$ cat src/rtl/fetch_pkg.sv
// Shared defaults and the queue entry layout for the instruction fetch unit.
package fetch_pkg;
  localparam int          FETCH_PC_WIDTH          = 19;
  localparam int          FETCH_INSTRUCTION_WIDTH = 32;
  localparam int          FETCH_DEPTH             = 4;
  localparam int unsigned FETCH_RESET_PC          = 0;
  localparam int unsigned FETCH_PC_STEP           = 1;

  typedef struct packed {
    logic [FETCH_PC_WIDTH-1:0]          pc;
    logic [FETCH_INSTRUCTION_WIDTH-1:0] instruction;
  } fetch_entry_t;
endpackage

$ cat src/rtl/fetch_fifo.sv
// Instruction queue: power-of-two ring buffer with synchronous flush,
// simultaneous push/pop at any occupancy, and a registered head (no bypass).
module fetch_fifo
  import fetch_pkg::*;
#(
  parameter int  DEPTH   = FETCH_DEPTH,
  parameter type entry_t = fetch_entry_t,
  localparam int PTR_W   = (DEPTH > 1) ? $clog2(DEPTH) : 1,
  localparam int CNT_W   = $clog2(DEPTH + 1)
) (
  input  logic             clock,
  input  logic             reset,
  input  logic             flush,
  input  logic             push,
  input  entry_t           push_data,
  input  logic             pop,
  output entry_t           head,
  output logic             valid,
  output logic [CNT_W-1:0] count
);

  entry_t           mem [DEPTH];
  logic [PTR_W-1:0] wr_ptr;
  logic [PTR_W-1:0] rd_ptr;
  logic             pop_ok;

  assign valid  = (count != '0);
  assign pop_ok = pop && valid;
  assign head   = mem[rd_ptr];

  always_ff @(posedge clock) begin
    if (push) mem[wr_ptr] <= push_data;
  end

  // Pointers wrap naturally because DEPTH is a power of two.
  always_ff @(posedge clock) begin
    if (reset || flush) begin
      wr_ptr <= '0;
      rd_ptr <= '0;
      count  <= '0;
    end else begin
      if (push)   wr_ptr <= wr_ptr + PTR_W'(1);
      if (pop_ok) rd_ptr <= rd_ptr + PTR_W'(1);
      if (push && !pop_ok)      count <= count + CNT_W'(1);
      else if (pop_ok && !push) count <= count - CNT_W'(1);
    end
  end

endmodule

$ cat src/rtl/fetch_unit.sv
// Instruction fetch: PC sequencing, single-cycle memory read issue under a
// credit check, and an instruction queue feeding decode; redirects flush all.
module fetch_unit
  import fetch_pkg::*;
#(
  parameter int          PC_WIDTH          = FETCH_PC_WIDTH,
  parameter int          INSTRUCTION_WIDTH = FETCH_INSTRUCTION_WIDTH,
  parameter int          DEPTH             = FETCH_DEPTH,
  parameter int unsigned RESET_PC          = FETCH_RESET_PC,
  parameter int unsigned PC_STEP           = FETCH_PC_STEP,
  localparam int         CNT_W             = $clog2(DEPTH + 1)
) (
  input  logic                         clock,
  input  logic                         reset,
  input  logic                         enable,
  input  logic                         redirect_valid,
  input  logic [PC_WIDTH-1:0]          redirect_pc,
  output logic                         imem_req,
  output logic [PC_WIDTH-1:0]          imem_addr,
  input  logic [INSTRUCTION_WIDTH-1:0] imem_data,
  output logic                         out_valid,
  input  logic                         out_ready,
  output logic [INSTRUCTION_WIDTH-1:0] out_instruction,
  output logic [PC_WIDTH-1:0]          out_pc,
  output logic [CNT_W-1:0]             count
);

  typedef logic [PC_WIDTH-1:0] pc_t;
  typedef logic [CNT_W:0]      credit_t;
  typedef struct packed {
    logic [PC_WIDTH-1:0]          pc;
    logic [INSTRUCTION_WIDTH-1:0] instruction;
  } entry_t;

  pc_t     pc;
  pc_t     issue_pc;
  logic    inflight;
  logic    dequeue;
  logic    push;
  credit_t credit;
  entry_t  push_entry;
  entry_t  head;

  assign dequeue = out_valid && out_ready;

  // Occupancy the queue will need once the outstanding read lands; never
  // underflows because a dequeue implies at least one entry.
  assign credit   = credit_t'(count) + credit_t'(inflight) - credit_t'(dequeue);
  assign imem_req = !reset && enable && !redirect_valid && (credit < credit_t'(DEPTH));
  assign imem_addr = pc;

  assign push       = inflight && !redirect_valid;
  assign push_entry = '{pc: issue_pc, instruction: imem_data};

  always_ff @(posedge clock) begin
    if (reset) begin
      pc       <= pc_t'(RESET_PC);
      issue_pc <= '0;
      inflight <= 1'b0;
    end else if (redirect_valid) begin
      pc       <= redirect_pc;
      inflight <= 1'b0;
    end else begin
      inflight <= imem_req;
      if (imem_req) begin
        pc       <= pc + pc_t'(PC_STEP);
        issue_pc <= pc;
      end
    end
  end

  fetch_fifo #(
    .DEPTH   (DEPTH),
    .entry_t (entry_t)
  ) u_fifo (
    .clock     (clock),
    .reset     (reset),
    .flush     (redirect_valid),
    .push      (push),
    .push_data (push_entry),
    .pop       (dequeue),
    .head      (head),
    .valid     (out_valid),
    .count     (count)
  );

  assign out_instruction = head.instruction;
  assign out_pc          = head.pc;

endmodule

$ cat config.mk
export PLATFORM = sky130hd
export DESIGN_NAME = fetch_unit
export DESIGN_NICKNAME = d
export VERILOG_FILES = /design/src/rtl/fetch_pkg.sv /design/src/rtl/fetch_fifo.sv /design/src/rtl/fetch_unit.sv
export SDC_FILE = /design/constraint.sdc
export NUM_CORES = 1
export LEC_CHECK = 0
export ABC_AREA = 1
export CORE_MARGIN = 4
export CORE_UTILIZATION = 35
export DETAILED_ROUTE_END_ITERATION = 10
export HOLD_SLACK_MARGIN = 0.02
export SLEW_MARGIN = 5
export SYNTH_ARGS = -nofsm -noshare
export SYNTH_HDL_FRONTEND = slang
export SYNTH_SLANG_ARGS = --single-unit
$ cat constraint.sdc
create_clock -name clock -period 5.05 [get_ports clock]
set_clock_uncertainty 0.15 [all_clocks]
set_input_delay 1.01 -clock clock [delete_from_list [all_inputs] [get_ports clock]]
set_output_delay 1.01 -clock clock [all_outputs]
set_load 0.05 [all_outputs]
# Word level (Yosys, flattened, before mapping)
# Memory sizes are Yosys's and may differ from the RTL's. A register that Yosys moved wholly into a read port is not among the register bits.
# Cells that the tools add are included.
totals:
  register_bits: 46
  ram_bits: 204
  inputBits: 56
  out_inout_bits: 75
  elab_cells: 42
  mem_count: 1
op_classes:
  addsub: 7
  magnitude_cmp: 1
  mux: 8
  bitwise_logic: 1
  reduce_logical: 18
memory_table:
  columns: ["name", "words", "word_bits", "rd", "rd_ports_with_merged_regs", "write_ports", "line_no", "rtl"]
  rows:
  - ["u_fifo.mem", 4, 51, 1, 1, 1, "fetch_fifo.sv:22", "entry_t mem [DEPTH];"]
op_table:
  columns: ["op", "n"]
  rows:
  - ["19-bit 2-to-1 mux", 2]
  - ["19-bit by 1-bit adder with 19-bit output (second input constant)", 1]
  - ["1-bit logical AND", 8]
  - ["3-bit 2-to-1 mux", 2]
  - ["2-bit by 1-bit adder with 2-bit output (second input constant)", 2]
  - ["3-bit by 1-bit adder with 4-bit output", 1]
  - ["1-bit zero test", 4]
  - ["4-bit by 3-bit less-than comparator with 1-bit output (second input constant)", 1]
  - ["2-bit 2-to-1 mux", 2]
  - ["2-bit nonzero test", 2]
  - ["4-bit by 1-bit subtractor with 4-bit output", 1]
  - ["3-bit by 1-bit adder with 3-bit output (second input constant)", 1]
  - ["3-bit nonzero test", 1]
  - ["3-bit by 1-bit subtractor with 3-bit output (second input constant)", 1]
  - ["1-bit 2-to-1 mux", 2]
  - ["2-bit AND reduction", 1]
  - ["2-bit OR reduction", 1]
  - ["1-bit logical OR", 1]
  - ["1-bit NOT", 1]

# Longest topological paths before layout
logic_depth:
  word_depth: 7
  ltp_mapped: 16
  depth_no_buf: 15

# Cells and area by module
# From an unflattened synthesis, not the netlist that was laid out.
unflattened:
  hier_cells: 894
  hier_area_um2: 10228.6
by_module_without_submodules:
  columns: ["mod", "n_inst", "cells_per_inst", "area_each_um2", "seq_area_each_um2"]
  rows:
  - ["fetch_fifo", 1, 557, 8055.2, 6306.0]
  - ["fetch_unit", 1, 337, 2173.3, 780.7]

# Worst setup path after synthesis
# No wires, ideal clock.
synth_path:
  path_type: "input port to flip-flop"
  start: "in redirect_valid"
  end: "mem u_fifo.mem[0][0] (netlist bit) (enable)"
  setup_time_ps: 460
  arrival_time_ps: 3542
  t_required_ps: 4440
  path_slack_ps: 899
  path_stages: 4
  n_path_buf: 1
  path_cell_list: "buf_2 > nor2_1 > inv_1 > nor2_1"
synth_between:
  elab_chain_len: 4
synth_rtl:
  columns: ["item", "line_no", "rtl"]
  rows:
  - ["start: declaration", "fetch_unit.sv:16", "input logic redirect_valid,"]
  - ["1-bit zero test", "fetch_unit.sv:52", "assign push = inflight && !redirect_valid;"]
  - ["1-bit logical AND", "fetch_unit.sv:52", null]
  - ["named net push", "fetch_unit.sv:39", "logic push;"]
  - ["1-bit 2-to-1 mux", "fetch_fifo.sv:32", "if (push) mem[wr_ptr] <= push_data;"]
  - ["1-bit 2-to-1 mux (not written as such)", "fetch_fifo.sv:32", null]
  - ["end: declaration", "fetch_fifo.sv:22", null]
# The timed path passes the listed nets, and every way through them passes these cells.

==> run metrics <==
status=complete, no violations; clock slew at reported path FFs=0.06 ns; Final GP Congestion=0.765; Die Width=178 µm; Port Buffers=130; count leader, synth=sky130_fd_sc_hd__edfxtp_1; vias in the first global route=6695; detailed-router iteration count before antenna repair=5; average via count per standard cell=4.88; Max Root-Sink Buffers=3; top area cells in the synthesized netlist=sky130_fd_sc_hd__edfxtp_1, sky130_fd_sc_hd__dfxtp_1, sky130_fd_sc_hd__o21ai_0; share of the clock period used by the worst path after layout=85.3%; top cells by instance count after synthesis=sky130_fd_sc_hd__edfxtp_1, sky130_fd_sc_hd__nand2_1, sky130_fd_sc_hd__nor2_1; Layout Cells excl Fill=1411; instance count after placement with tap cells included=1361; share of synthesized flip-flops with an asynchronous set or reset=0%; synth unique cells=26; Critical Path Sink Type=output port; pin count of the biggest net entering global routing=77; CTS Root Cell=sky130_fd_sc_hd__clkbuf_16; Post-Synthesis Mean Instance Area=11.3 µm²; total gr overflow=0; Sum Neg Setup Slack=0 ns; Clk Latency, worst-skew pair=0.53 ns; # setup viols final=0; antenna violations before repair=3; GRT Resource Usage Total=14.3%; top-level I/O count=131; pin slew with the least headroom to its limit=0.928 ns; total number of yosys warnings=0; number of gates given a new drive strength after cts=0; reported max-cap violation count=0; number of antenna-violating nets in the routed design=0; maximum fanout count along the critical path=66; FF+latch count, synth=252; sequential area share after synthesis=70.4%; max_slew headroom=38.0%; count of final max-slew check failures=0; wire length of the first global-routing pass=36100 µm; leakage component of the power=4.28 nW; unrepaired setup endpoints after global routing=false; most instantiated flip-flop cell in the synthesis netlist=sky130_fd_sc_hd__edfxtp_1; CP Data Required Time=3.89 ns; NumNets Final=1078; final core utilization=45.0%; total number of H-tree levels=1; number of buffers added to fix hold violations after cts=0; total power density per cell area=353 nW/µm²; final standard cell area without fillers=12600 µm²; placement row count=61; WL/cell=16.3 µm; number of DRC markers after the initial detailed-route iteration=433; worst supply voltage drop on vdd=0.238 mV; post-placement cell area=11800 µm²; die area=31500 µm²; number of flops mapped to enable cells by yosys=204; sinks on the clock net=252; type of origin of the critical path=flip-flop; Die Ht=178 µm; Area Growth Syn to Fin=25.5%; remaining design rule violation count=0; Vias=6887; number of buffers inserted to repair setup after CTS=0; area inside the core boundary=28100 µm²; final hold violation count=0; top cell type by total area after synthesis=sky130_fd_sc_hd__edfxtp_1; share of the synthesized area in the top cell type=60.8%; placed wire-length estimate after detailed placement=13700 µm; type of the worst setup path=reg -> out; arrival time reported for the critical path endpoint=3.15 ns; TritonCTS clock tree=yes; path category of the worst min-delay check=reg -> reg; number of inserted diodes=0; achievable frequency=0.232 GHz; gate count after technology mapping=891; TritonCTS Buffers=27; detailed-route wire length=23000 µm; proportion of layout cells with a drive suffix above 1=6.29%; time the final worst path needs with I/O delays and setup=4.31 ns; total standard cell area after synthesis=10100 µm²; Fin Hold WS=0.318 ns; Post-Synthesis Net Count=957; initial cell density of the core=35.8%
[metal layers]
metal  up-vias  GRT usage, %  wire length, µm
li1       3409             -                -
met1      3241          18.9            10300
met2       185          23.4            10500
met3        46          3.71             1510
met4         6          3.83              590
met5         -             0               36
[layout by cell type, fill, tap and decap left out]
cell type	Yosys	final
sky130_fd_sc_hd__edfxtp_1	204	204
sky130_fd_sc_hd__nand2_1	139	139
sky130_fd_sc_hd__clkdlybuf4s50_1	0	129
sky130_fd_sc_hd__nor2_1	126	122
sky130_fd_sc_hd__o21ai_0	118	118
sky130_fd_sc_hd__a21oi_1	53	53
sky130_fd_sc_hd__o22ai_1	51	51
sky130_fd_sc_hd__dfxtp_1	48	46
sky130_fd_sc_hd__nand3_1	37	37
sky130_fd_sc_hd__inv_1	37	35
sky130_fd_sc_hd__clkbuf_16	0	27
sky130_fd_sc_hd__clkbuf_1	36	10
sky130_fd_sc_hd__ha_1	9	9
sky130_fd_sc_hd__buf_4	1	7
sky130_fd_sc_hd__nor2_4	1	5
sky130_fd_sc_hd__buf_12	0	5
sky130_fd_sc_hd__inv_2	1	3
sky130_fd_sc_hd__nand4_1	3	3
sky130_fd_sc_hd__xor2_1	3	3
sky130_fd_sc_hd__nand2_2	3	3
sky130_fd_sc_hd__clkinv_1	0	3
sky130_fd_sc_hd__clkinv_2	0	3
sky130_fd_sc_hd__nor2_2	2	2
sky130_fd_sc_hd__o21bai_1	2	2
sky130_fd_sc_hd__o21ai_1	2	2
sky130_fd_sc_hd__inv_6	0	2
sky130_fd_sc_hd__nand3b_1	1	1
sky130_fd_sc_hd__nand2_4	1	1
sky130_fd_sc_hd__fa_1	1	1
sky130_fd_sc_hd__dfxtp_4	0	1
sky130_fd_sc_hd__dfxtp_2	0	1
sky130_fd_sc_hd__inv_16	0	1
sky130_fd_sc_hd__bufinv_16	0	1
sky130_fd_sc_hd__clkinv_4	0	1
sky130_fd_sc_hd__clkinvlp_4	0	1
sky130_fd_sc_hd__clkbuf_8	0	1
[worst max-delay path: stages (launching register included)]
cell and delay [ns]:
sky130_fd_sc_hd__dfxtp_4 0.59, sky130_fd_sc_hd__buf_4 0.62, sky130_fd_sc_hd__o21ai_0 0.21, sky130_fd_sc_hd__o22ai_1 0.29, sky130_fd_sc_hd__clkdlybuf4s50_1 0.86
[cell type report]
cell class,count,area [µm²]
sequential,252,7090
fill,2648,15400
clock inverter,12,110
timing repair buffer,141,1440
tap,378,473
clock buffer,38,727
inverter,38,143
multi-input combinational,552,2650
[metrics by stage]
step / power [mW] / setup slack (ns)
floorplan: 2.52 / 0.899
global placement: 2.66 / 0.817
detailed placement: 2.66 / 0.791
CTS: 4.52 / 0.714
global route: 4.64 / 0.503
finish: 4.46 / 0.744
[worst paths after layout]
| path | from | end | slack, ns | depth (start not counted) |
|---|---|---|---|---|
| max | flip-flop | out_instruction[15] | 0.74 | 4 |
| min reg2reg | u_fifo.rd_ptr[1] | flip-flop | 0.32 | 2 |
| max reg2reg | u_fifo.count[1] | imem_addr[15] | 2.22 | 15 |
| min | u_fifo.rd_ptr[1] | flip-flop | 0.32 | 2 |
[power by group]
group          switching, mW  total [mW]  internal (mW)
combinational          0.210       0.330          0.120
sequential            0.0262        2.29           2.26
clock                  0.781        1.85           1.07
[kinds of logic after synthesis]
kind of cell | Yosys count | share of synthesized area [%]
flip-flops | 252 | 70.4
XOR/XNOR | 3 | 0.261
buffers and inverters | 87 | 3.60
AO/OA/AOI/OAI | 226 | 11.9
adder cells (fa/ha/maj) | 10 | 1.32
AND/OR/NAND/NOR | 313 | 12.5
[registers in the layout (all words and copies together), names as in the netlist, named ones only]
name and flops:
u_fifo.wr_ptr 2, u_fifo.mem 204, u_fifo.count 3, imem_addr 19, inflight 1, u_fifo.rd_ptr 2, issue_pc 19
Note: power is estimated with default switching activity, not from simulation.
